--- src/rtl/bram_mask_arbiter.sv ---
// Two-port round-robin front end for a single-port masked BRAM: zero-fills the array
// after reset, expands byte enables to bit masks, and supports locked (atomic) sequences.
module bram_mask_arbiter #(
  parameter  int MEMORY_SIZE = 8,
  parameter  int XLEN        = 16,
  localparam int BE          = XLEN / 8
) (
  input  logic                   clk_i,
  input  logic                   rst_n_i,
  output logic                   init_done_o,

  input  logic                   a_req_i,
  input  logic                   a_we_i,
  input  logic                   a_lock_i,
  input  logic [MEMORY_SIZE-1:0] a_addr_i,
  input  logic [XLEN-1:0]        a_wdata_i,
  input  logic [BE-1:0]          a_be_i,
  output logic                   a_gnt_o,
  output logic                   a_rvalid_o,
  output logic [XLEN-1:0]        a_rdata_o,

  input  logic                   b_req_i,
  input  logic                   b_we_i,
  input  logic                   b_lock_i,
  input  logic [MEMORY_SIZE-1:0] b_addr_i,
  input  logic [XLEN-1:0]        b_wdata_i,
  input  logic [BE-1:0]          b_be_i,
  output logic                   b_gnt_o,
  output logic                   b_rvalid_o,
  output logic [XLEN-1:0]        b_rdata_o,

  output logic                   mem_write_o,
  output logic [MEMORY_SIZE-1:0] mem_addr_o,
  output logic [XLEN-1:0]        mem_data_o,
  output logic [XLEN-1:0]        mem_mask_o,
  input  logic [XLEN-1:0]        mem_data_i
);

  typedef enum logic [1:0] {
    ST_CLEAR,
    ST_ARB,
    ST_LOCK_A,
    ST_LOCK_B
  } state_e;

  typedef enum logic {
    RR_A,
    RR_B
  } rr_e;

  localparam logic [MEMORY_SIZE-1:0] CLR_LAST = '1;

  state_e                   state_q, state_d;
  rr_e                      rr_q, rr_d;
  logic [MEMORY_SIZE-1:0]   clr_cnt_q, clr_cnt_d;
  logic                     init_done_q, init_done_d;
  logic                     gnt_a, gnt_b;
  logic                     a_rvalid_q, b_rvalid_q;
  logic [XLEN-1:0]          a_rdata_q, b_rdata_q;

  function automatic logic [XLEN-1:0] expand_be(input logic [BE-1:0] be);
    logic [XLEN-1:0] m;
    m = '0;
    for (int k = 0; k < BE; k++) begin
      m[8*k +: 8] = {8{be[k]}};
    end
    return m;
  endfunction

  // Next-state, arbitration and grant logic.
  always_comb begin
    // NOTE: every output of this block gets a default first so no path can infer a latch.
    state_d     = state_q;
    rr_d        = rr_q;
    clr_cnt_d   = clr_cnt_q;
    init_done_d = init_done_q;
    gnt_a       = 1'b0;
    gnt_b       = 1'b0;

    case (state_q)
      ST_CLEAR: begin
        clr_cnt_d = clr_cnt_q + 1'b1;
        if (clr_cnt_q == CLR_LAST) begin
          state_d     = ST_ARB;
          init_done_d = 1'b1;
        end
      end

      ST_ARB: begin
        if (a_req_i && (!b_req_i || rr_q == RR_A)) begin
          gnt_a = 1'b1;
          rr_d  = RR_B;
          if (a_lock_i) state_d = ST_LOCK_A;
        end else if (b_req_i) begin
          gnt_b = 1'b1;
          rr_d  = RR_A;
          if (b_lock_i) state_d = ST_LOCK_B;
        end
      end

      // Locked: only the owner is served; the pointer moves only on the releasing access.
      ST_LOCK_A: begin
        if (a_req_i) begin
          gnt_a = 1'b1;
          if (!a_lock_i) begin
            state_d = ST_ARB;
            rr_d    = RR_B;
          end
        end
      end

      ST_LOCK_B: begin
        if (b_req_i) begin
          gnt_b = 1'b1;
          if (!b_lock_i) begin
            state_d = ST_ARB;
            rr_d    = RR_A;
          end
        end
      end

      default: state_d = ST_CLEAR;
    endcase
  end

  // Memory-side mux: zero-fill while clearing, otherwise the granted port.
  always_comb begin
    mem_write_o = 1'b0;
    mem_addr_o  = '0;
    mem_data_o  = '0;
    mem_mask_o  = '0;
    if (state_q == ST_CLEAR) begin
      mem_write_o = 1'b1;
      mem_addr_o  = clr_cnt_q;
      mem_mask_o  = '1;
    end else if (gnt_a) begin
      mem_write_o = a_we_i;
      mem_addr_o  = a_addr_i;
      mem_data_o  = a_wdata_i;
      mem_mask_o  = a_we_i ? expand_be(a_be_i) : '0;
    end else if (gnt_b) begin
      mem_write_o = b_we_i;
      mem_addr_o  = b_addr_i;
      mem_data_o  = b_wdata_i;
      mem_mask_o  = b_we_i ? expand_be(b_be_i) : '0;
    end
  end

  always_ff @(posedge clk_i or negedge rst_n_i) begin
    if (!rst_n_i) begin
      state_q     <= ST_CLEAR;
      rr_q        <= RR_A;
      clr_cnt_q   <= '0;
      init_done_q <= 1'b0;
      a_rvalid_q  <= 1'b0;
      b_rvalid_q  <= 1'b0;
      a_rdata_q   <= '0;
      b_rdata_q   <= '0;
    end else begin
      // NOTE: non-blocking assignments so every register samples pre-edge values.
      state_q     <= state_d;
      rr_q        <= rr_d;
      clr_cnt_q   <= clr_cnt_d;
      init_done_q <= init_done_d;
      a_rvalid_q  <= gnt_a && !a_we_i;
      b_rvalid_q  <= gnt_b && !b_we_i;
      if (gnt_a && !a_we_i) a_rdata_q <= mem_data_i;
      if (gnt_b && !b_we_i) b_rdata_q <= mem_data_i;
    end
  end

  assign init_done_o = init_done_q;
  assign a_gnt_o     = gnt_a;
  assign b_gnt_o     = gnt_b;
  assign a_rvalid_o  = a_rvalid_q;
  assign b_rvalid_o  = b_rvalid_q;
  assign a_rdata_o   = a_rdata_q;
  assign b_rdata_o   = b_rdata_q;

endmodule

--- config.mk ---
export PLATFORM = sky130hd
export DESIGN_NAME = bram_mask_arbiter
export DESIGN_NICKNAME = d
export VERILOG_FILES = /design/src/rtl/bram_mask_arbiter.sv
export SDC_FILE = /design/constraint.sdc
export NUM_CORES = 1
export LEC_CHECK = 0
export ABC_AREA = 1
export CORE_MARGIN = 8
export CORE_UTILIZATION = 43
export CTS_CLUSTER_SIZE = 40
export DETAILED_ROUTE_END_ITERATION = 8
export PLACE_DENSITY = 0.91
export SLEW_MARGIN = 20
export SYNTH_ARGS = -nofsm -noshare
export SYNTH_HDL_FRONTEND = slang
export SYNTH_SLANG_ARGS = --single-unit
--- constraint.sdc ---
create_clock -name clk_i -period 3.1 [get_ports clk_i]
set_input_delay 0.62 -clock clk_i [delete_from_list [all_inputs] [get_ports clk_i]]
set_output_delay 0.62 -clock clk_i [all_outputs]
set_load 0.01 [all_outputs]
==> flow_summary.ini, run 1 <==
[run_status]
status = finished clean

[sta]
maxSlewViolCount = 0
timing.fmax_mhz = 326
fin_setup_tns_ns = 0
maxSlewHeadroom = 0.618
worstMarginPinSlew_ns = 0.573
setup_viol = 0
hold_viol = 0
rsz0062_at_grt = true
whs_ns = 0.316
post-route-min-period_ns = 3.07
fin_crit_sh = 0.991
fin_skew_ns = 0.00914

[floorplanning]
die_h_um = 97.9
die_x_um = 97.9
rows = 30
ioPinCount = 154
start_util = 0.434
core_um2 = 6640
dieArea_um2 = 9590

[yosys]
synth_cell_types = 27
synth_compound_area_frac = 0.177
syn_area_um2 = 2890
synth_area_per_cell_um2 = 8.10
synthSimpleGateAreaFrac = 0.226
ys_top_cells_by_area = dfrtp_1 40%, nand2_1 13%, o21ai_2 10%
yosys_warnings = 0
muxShareOfSynthArea = 0
yosysTopAreaCell = dfrtp_1
synth.yosys.seq_area_share = 0.399
yosys.area_share.xor_xnor = 0.0182
synth_top_area_frac = 0.399
syn_nets = 438
ys_ff_latch = 46
synth_cells = 356
yosys.area_share.adder = 0.0260
synth_top_family_by_area = simple AND/OR/NAND/NOR gates

[placement]
place_congestion = 0.891
numPortBuffers = 153
dp_hpwl_um = 7100

[clock_tree]
htree_levels = 2
clk_transition_reported_paths_ns = 0.09
clk_latency_ns = 0.29
cts_tree = yes
cts_max_path_buffers = 2
cts_root_buffer = clkbuf_8
numClockSinks = 46
cts_buffers = 5

[critical_path]
rr_startpoint = state_q[1]$_DFFE_PN0P_
path_max_fanout = 24
path_class = input port to output port
r2r_slack_ns = 1.19
required_ns = 2.48
r2r.worst_path.cells = 9
arrival_ns = 2.45
reg2reg_to = a_rdata_o[9]$_DFFE_PN0P_
critPathCaptureType = output port
start_kind = input port

[power]
switching_share = 0.210
power.internal_uw = 928
power_switching_uw = 247
pwr-share-comb = 0.111
power_frac_clock = 0.378
p_per_area_nw_per_um2 = 258
pwr-share-seq = 0.511
ir_drop_mv = 0.427
static-leakage-power_nw = 2.35

[final_layout]
drive_gt1_frac = 0.148
synthToLayoutAreaGrowth_pct = 57.5
fin_util = 0.684
fin_nets = 582
antennaDiodeCount = 0

[drt]
finalWirelength_um = 9110
antenna_left = 0
wl_per_cell_um = 15.7
drt_iter0_drc = 79
vias_per_cell = 4.93
vias = 2866
first_pass_iters = 4
route.detailed.drc = 0

[grt]
grt_pass1_wl_um = 14300
track_usage = 0.181
grt_pass1_vias = 2932
grt_overflow = 0
grt_max_degree = 47
antenna_found_initial = 0

[worst_hold_path]
min_path_type = input port to async pin

[job]
maxCapViolCount = 0
-- what timing repair did --
action | 4_1_cts | 5_1_grt
gates cloned | 0 | 0
pin swaps | 0 | 0
hold buffers | 0 | 0
buffers inserted | 0 | 0
gates resized for setup | 12 | 30
setup endpoints to repair | 20 | 30
endpoints found under the hold margin | 0 | 0
-- cells by family (layout without fill, tap and decap cells) --
| kind of cell | Yosys count | in the layout |
|---|---|---|
| simple gates | 148 | 148 |
| buf+inv | 76 | 221 |
| compound gates | 74 | 74 |
| flops | 46 | 46 |
| fa+ha+maj | 6 | 6 |
| xor+xnor | 6 | 6 |
-- worst max-delay path: stages --
cell,delay [ns]
clkdlybuf4s50_1,0.54
nand3_2,0.14
nand2_4,0.09
nand2_4,0.09
inv_8,0.16
nand2_1,0.08
a21oi_1,0.16
clkdlybuf4s50_1,0.56
-- how the worst max path moves through the flow --
stage,from,endpoint,slack (ns)
2_1_floorplan,state_q[1]$_DFFE_PN0P_,mem_mask_o[10],0.77
3_3_place_gp,b_req_i,mem_mask_o[0],0.03
3_5_place_dp,b_req_i,mem_mask_o[10],-0.08
4_1_cts,b_req_i,mem_mask_o[0],0.002
5_1_grt,a_req_i,mem_data_o[15],-0.09
6_report,a_req_i,mem_data_o[15],0.03
-- layout by cell type (no fill, tap or decap), drive strengths merged, types with 3 or more instances in the layout --
master	Yosys	layout
clkdlybuf4s50	0	117
nand2	103	103
o21ai	52	52
dfrtp	46	46
inv	45	45
dlymetal6s2s	0	26
nor2	22	22
a21oi	20	20
nand3	19	19
buf	30	16
dlygate4sd2	0	9
ha	6	6
clkbuf	1	6
xor2	4	4
nand4	3	3
-- through the flow --
step	instance area, um^2	setup slack (ns)	std cells	total power [mW]
2_1_floorplan	2890	0.774	356	0.630
3_3_place_gp	4350	0.0292	573	0.740
3_5_place_dp	4350	-0.0774	573	0.742
4_1_cts	4460	0.00218	581	1.19
5_1_grt	4550	-0.0888	581	1.22
6_report	4550	0.0293	581	1.17
-- synthesized netlist by cell type (all sizes together) --
library cell and number:
a21oi 20, buf 30, clkbuf 1, dfrtp 46, ha 6, inv 45
nand2 103, nand3 19, nand4 3, nor2 22, nor3 1, o211ai 1
o21ai 52, o21bai 1, xnor2 2, xor2 4
-- power groups by stage --
stage	sequential [mW]	combinational [mW]	clock [mW]
after floorplan	0.613	0.0170	0
after global placement	0.613	0.127	0
after detailed placement	0.613	0.130	0
after CTS	0.601	0.131	0.457
after global routing	0.601	0.141	0.478
final	0.601	0.130	0.444
-- cell type report --
type / instances / area [um^2]
inverter: 45 / 176
multi-input combinational: 234 / 1310
fill: 512 / 2100
timing repair buffer: 168 / 1700
clock buffer: 6 / 72.6
clock inverter: 2 / 37.5
sequential: 46 / 1150
tap: 80 / 100
-- layer usage --
metal / global-route usage / vias to the layer above / share of wire
li1: - / 1395 / -
met1: 0.200 / 1324 / 0.39
met2: 0.307 / 137 / 0.48
met3: 0.0861 / 10 / 0.13
met4: 0.0432 / 0 / 0.0098
met5: 0 / - / 0
-- flip-flops by register name, summed over array words and instances, names as in the netlist --
register / count
init_done_o: 1
b_rvalid_o: 1
a_rdata_o: 16
b_rdata_o: 16
clr_cnt_q: 8
a_rvalid_o: 1
state_q: 2
rr_q: 1
(Power assumes the default switching activity.)
==> inputs of run 2 (changes only) <==
--- a/config.mk
+++ b/config.mk
@@ -6,11 +6,13 @@
 export NUM_CORES = 1
 export LEC_CHECK = 0
 export ABC_AREA = 1
+export CELL_PAD_IN_SITES_DETAIL_PLACEMENT = 0
+export CELL_PAD_IN_SITES_GLOBAL_PLACEMENT = 2
 export CORE_MARGIN = 8
-export CORE_UTILIZATION = 43
+export CORE_UTILIZATION = 23
 export CTS_CLUSTER_SIZE = 40
 export DETAILED_ROUTE_END_ITERATION = 8
-export PLACE_DENSITY = 0.91
+export PLACE_DENSITY = 0.92
 export SLEW_MARGIN = 20
 export SYNTH_ARGS = -nofsm -noshare
 export SYNTH_HDL_FRONTEND = slang
==> run 2 against run 1 <==
  * Worst setup slack better by 0.22 ns
  * Critical path depth unchanged
  * First-iteration DRC count up 11%
  * Worst hold slack better by 0.019 ns
  * Fmax up 7.6%
  * Combinational power about the same
  * Final cell count up 16%
  * Critical endpoint is now a_gnt_o
  * Highest routed layer unchanged
==> flow_summary.ini, run 2 (synthesis results as in run 1) <==
[drt]
wl_per_cell_um = 14.3
highest_layer = met4
antenna_left = 0
vias = 2835
routed-wl-met3_um = 1600
route.detailed.drc = 0
first_pass_iters = 4
vias_per_cell = 4.19
finalWirelength_um = 9700
drt_iter0_drc = 88
wl_met2_um = 3990
wl_met1_um = 4080

[clock_tree]
cts_buffers = 5
numClockSinks = 46
htree_levels = 2
postCtsHoldBufs = 0
post_cts_buffers = 0
cts_root_buffer = clkbuf_16
clk_transition_reported_paths_ns = 0.07
clk_latency_ns = 0.29
cts_max_path_buffers = 2
cts_tree = yes

[floorplanning]
start_util = 0.232
die_x_um = 128
ioPinCount = 154
core_um2 = 12400
die_h_um = 128
dieArea_um2 = 16400
rows = 41

[run_status]
status = finished clean

[final_layout]
synthToLayoutAreaGrowth_pct = 64.7
fin_nets = 585
final_cell_mix = 110 x clkdlybuf4s50_1, 95 x nand2_1, 46 x dfrtp_1
final_cell_count_no_fill = 676
final_common_cell = clkdlybuf4s50_1
drive_gt1_frac = 0.157
antennaDiodeCount = 0

[critical_path]
start_kind = input port
required_ns = 2.48
path_class = input port to output port
path_max_fanout = 11
critical_path.slowest_cell = clkdlybuf4s50_1
critPathCaptureType = output port
path_cells = clkdlybuf4s50_1 -> nand2_2 -> nand3_2 -> nand2_4 -> nand2_4 -> inv_4 -> buf_12 -> clkdlybuf4s50_1
cp_slowest_stage_delay_ns = 0.53
arrival_ns = 2.23
r2r.worst_path.cells = 11

[grt]
antenna_found_initial = 0
track_usage = 0.118
grt_pass1_vias = 3041
grt_overflow = 0
grt_max_degree = 47
grt_pass1_wl_um = 15600

[power]
p_total_mw = 1.28
static-leakage-power_nw = 2.43
ir_drop_mv = 0.191
p_per_area_nw_per_um2 = 268

[sta]
post-route-min-period_ns = 2.85
rsz0062_at_grt = false
fin_skew_ns = 0.00882
maxSlewViolCount = 0
hold_viol = 0
fin_setup_tns_ns = 0
worstMarginPinSlew_ns = 0.590
setup_viol = 0
finalWorstSetupSlack_ns = 0.247
fin_crit_sh = 0.920
maxSlewHeadroom = 0.607
timing.fmax_mhz = 351

[job]
maxCapViolCount = 0

[placement]
dp_hpwl_um = 7610
place_inst = 668
numPortBuffers = 153
pre_cts_slack_ns = -0.0608
place_congestion = 0.785

[worst_hold_path]
min_path_type = input port to async pin
run 2: changes by cell type in the layout (fill, tap and decap cells not counted), sizes merged:
cell | previous run | this run
buf | 16 | 19
bufinv | 1 | 0
dlygate4sd2 | 9 | 8
clkbuf | 6 | 5
dlymetal6s2s | 26 | 34
clkdlybuf4s50 | 117 | 110
inv | 45 | 46
clkinv | 0 | 1
run 2: worst max-delay path, delay by kind of cell:
family        cells  cell delay, ns
simple gates      4            0.39
buf+inv           4            1.22
run 2: worst paths after layout:
| kind | slack [ns] | end | startpoint |
|---|---|---|---|
| setup reg to reg | 1.00 | a_rdata_o[0]$_DFFE_PN0P_ | state_q[1]$_DFFE_PN0P_ |
| min in group clk_i | 0.48 | b_rdata_o[6]$_DFFE_PN0P_ | b_rdata_o[6]$_DFFE_PN0P_ |
| hold reg to reg | 0.48 | b_rdata_o[6]$_DFFE_PN0P_ | b_rdata_o[6]$_DFFE_PN0P_ |
| hold / removal | 0.34 | b_rdata_o[3]$_DFFE_PN0P_ | rst_n_i |
| max in group asynchronous | 2.36 | clr_cnt_q[3]$_DFFE_PN0N_ | rst_n_i |
| setup / recovery | 0.25 | a_gnt_o | b_req_i |
run 2: metrics by stage:
| step | util | hold slack, ns | instance area (um^2) |
|---|---|---|---|
| 2_1_floorplan | - | 0.324 | 2890 |
| 3_3_place_gp | 0.363 | 0.463 | 4500 |
| 3_5_place_dp | 0.363 | 0.469 | 4500 |
| 4_1_cts | 0.375 | 0.488 | 4650 |
| 5_1_grt | 0.383 | 0.390 | 4750 |
| 6_report | 0.383 | 0.335 | 4750 |
run 2: where the power goes:
group          internal, mW  leakage (nW)  total, mW  switching [mW]
sequential            0.600         0.626      0.601        0.000357
clock                 0.303        0.0746      0.543           0.239
combinational        0.0874          1.73      0.132          0.0444
run 2: layout make-up:
| type | instances | area, um^2 |
|---|---|---|
| fillers | 1282 | 7660 |
| repair buffers | 171 | 1760 |
| multi-input cells | 234 | 1300 |
| flip-flops and latches | 46 | 1150 |
| well taps | 172 | 215 |
| inverters | 45 | 175 |
| clock buffers | 5 | 125 |
| clock inverters | 3 | 22.5 |
run 2: repair_timing:
item / 4_1_cts / 5_1_grt
endpoints found under the setup margin: 22 / 34
gates resized for setup: 11 / 38
cloned: 0 / 0
run 2: layer usage:
layer | up-vias | GRT usage
met1 | 1281 | 0.132
met2 | 152 | 0.185
met4 | 0 | 0.0210
li1 | 1400 | -
met3 | 2 | 0.0765
met5 | - | 0
==> inputs of run 3 (changes only) <==
--- a/config.mk
+++ b/config.mk
@@ -13,6 +13,7 @@
 export CTS_CLUSTER_SIZE = 40
 export DETAILED_ROUTE_END_ITERATION = 8
 export PLACE_DENSITY = 0.92
+export SKIP_CTS_REPAIR_TIMING = 1
 export SLEW_MARGIN = 20
 export SYNTH_ARGS = -nofsm -noshare
 export SYNTH_HDL_FRONTEND = slang
==> constraint.sdc (replaced) <==
create_clock -name clk_i -period 3.6 [get_ports clk_i]
set_input_delay 0.72 -clock clk_i [delete_from_list [all_inputs] [get_ports clk_i]]
set_output_delay 0.72 -clock clk_i [all_outputs]
set_load 0.01 [all_outputs]
==> run 3 against run 2 <==
  * Global-route usage fell by 0.27 points
  * Worst hold slack better by 0.11 ns
  * Clock power is 3% lower
  * Die area stayed put
  * Power shrank 9.6%
  * Sequential power shrank 14%
  * Routed wire length down 1.9%
  * Final cell count decreased by 1.6%
  * Sequential cell count did not move
  * Utilization down 1.4 points
  * Clock skew is 0.0022 ns lower
  * Non-clock buffer count is 11 lower
==> flow_summary.ini, run 3 (synthesis results as in run 1) <==
[run_status]
status = finished clean

[drt]
first_pass_iters = 4
antenna_left = 0
drt_iter0_drc = 80
finalWirelength_um = 9520
route.detailed.drc = 0
vias_per_cell = 4.13
vias = 2744
wl_per_cell_um = 14.3

[sta]
fin_crit_sh = 0.955
timing.fmax_mhz = 291
setup_viol = 0
hold_viol = 0
rsz0062_at_grt = false
maxSlewViolCount = 0
fin_skew_ns = 0.00657
post-route-min-period_ns = 3.44
worstMarginPinSlew_ns = 0.593
fin_setup_tns_ns = 0
maxSlewHeadroom = 0.605

[critical_path]
start_kind = input port
required_ns = 2.88
r2r.worst_path.cells = 9
rr_startpoint = state_q[1]$_DFFE_PN0P_
path_max_fanout = 24
reg2reg_to = a_rdata_o[13]$_DFFE_PN0P_
path_class = input port to output port
r2r_slack_ns = 1.45
critPathCaptureType = output port
arrival_ns = 2.72

[clock_tree]
numClockSinks = 46
cts_root_buffer = clkbuf_16
cts_buffers = 5
htree_levels = 2
cts_tree = yes
clk_transition_reported_paths_ns = 0.07
cts_max_path_buffers = 2
clk_latency_ns = 0.28

[worst_hold_path]
min_path_type = input port to async pin

[power]
ir_drop_mv = 0.214
p_per_area_nw_per_um2 = 252
p_total_mw = 1.15
static-leakage-power_nw = 2.05

[floorplanning]
core_um2 = 12400
ioPinCount = 154
dieArea_um2 = 16400
start_util = 0.232
die_x_um = 128
die_h_um = 128
rows = 41

[final_layout]
fin_util = 0.369
fin_nets = 574
drive_gt1_frac = 0.130
synthToLayoutAreaGrowth_pct = 58.7
antennaDiodeCount = 0
final_common_cell = clkdlybuf4s50_1
final_cell_mix = 152 x clkdlybuf4s50_1, 96 x nand2_1, 46 x dfrtp_1

[placement]
numPortBuffers = 153
dp_hpwl_um = 7480
place_congestion = 0.812

[job]
maxCapViolCount = 0

[grt]
grt_pass1_wl_um = 15100
antenna_found_initial = 0
grt_max_degree = 47
grt_pass1_vias = 2907
grt_overflow = 0
track_usage = 0.115
run 3: cell type report:
type,count,area [um^2]
multi-input combinational,234,1290
inverter,45,171
timing repair buffer,160,1580
tap,172,215
clock buffer,6,129
clock inverter,2,37.5
fill,1304,7840
sequential,46,1150
run 3: metrics by stage:
step	hold WS (ns)	setup WS [ns]	instances	instance area [um^2]
2_1_floorplan	0.424	1.17	356	2890
3_3_place_gp	0.462	0.145	657	4410
3_5_place_dp	0.467	0.105	657	4410
4_1_cts	0.485	0.106	665	4570
5_1_grt	0.506	0.0203	665	4580
6_report	0.444	0.161	665	4580
run 3: critical path, stage by stage:
cell and delay [ns]:
clkdlybuf4s50_1 0.49, nand2_2 0.13, nand3_2 0.10, nand2_4 0.10
nand2_4 0.11, inv_4 0.25, nand2_1 0.08, a21oi_1 0.18
clkdlybuf4s50_1 0.56
run 3: power by group:
group | switching [mW] | leakage [nW] | internal (mW) | total, mW
registers | 0.000351 | 0.626 | 0.517 | 0.518
clock network | 0.196 | 0.0771 | 0.328 | 0.524
logic | 0.0376 | 1.35 | 0.0735 | 0.111
run 3: worst max-delay path by stage:
stage                     slack (ns)              to                    from
after floorplan                 1.17  mem_mask_o[10]  state_q[1]$_DFFE_PN0P_
after global routing            0.02   mem_mask_o[7]                 b_req_i
after detailed placement        0.11  mem_data_o[15]                 b_req_i
after CTS                       0.11  mem_data_o[15]                 b_req_i
final                           0.16  mem_data_o[15]                 b_req_i
after global placement          0.15  mem_data_o[15]                 b_req_i
run 3: routing by layer:
layer,track usage,vias to the layer above,routed length (um),share of wire
li1,-,1378,-,-
met1,0.125,1218,3810,0.40
met2,0.177,144,3900,0.41
met3,0.0815,4,1760,0.18
met4,0.0280,0,52,0.0055
met5,0,-,0,0
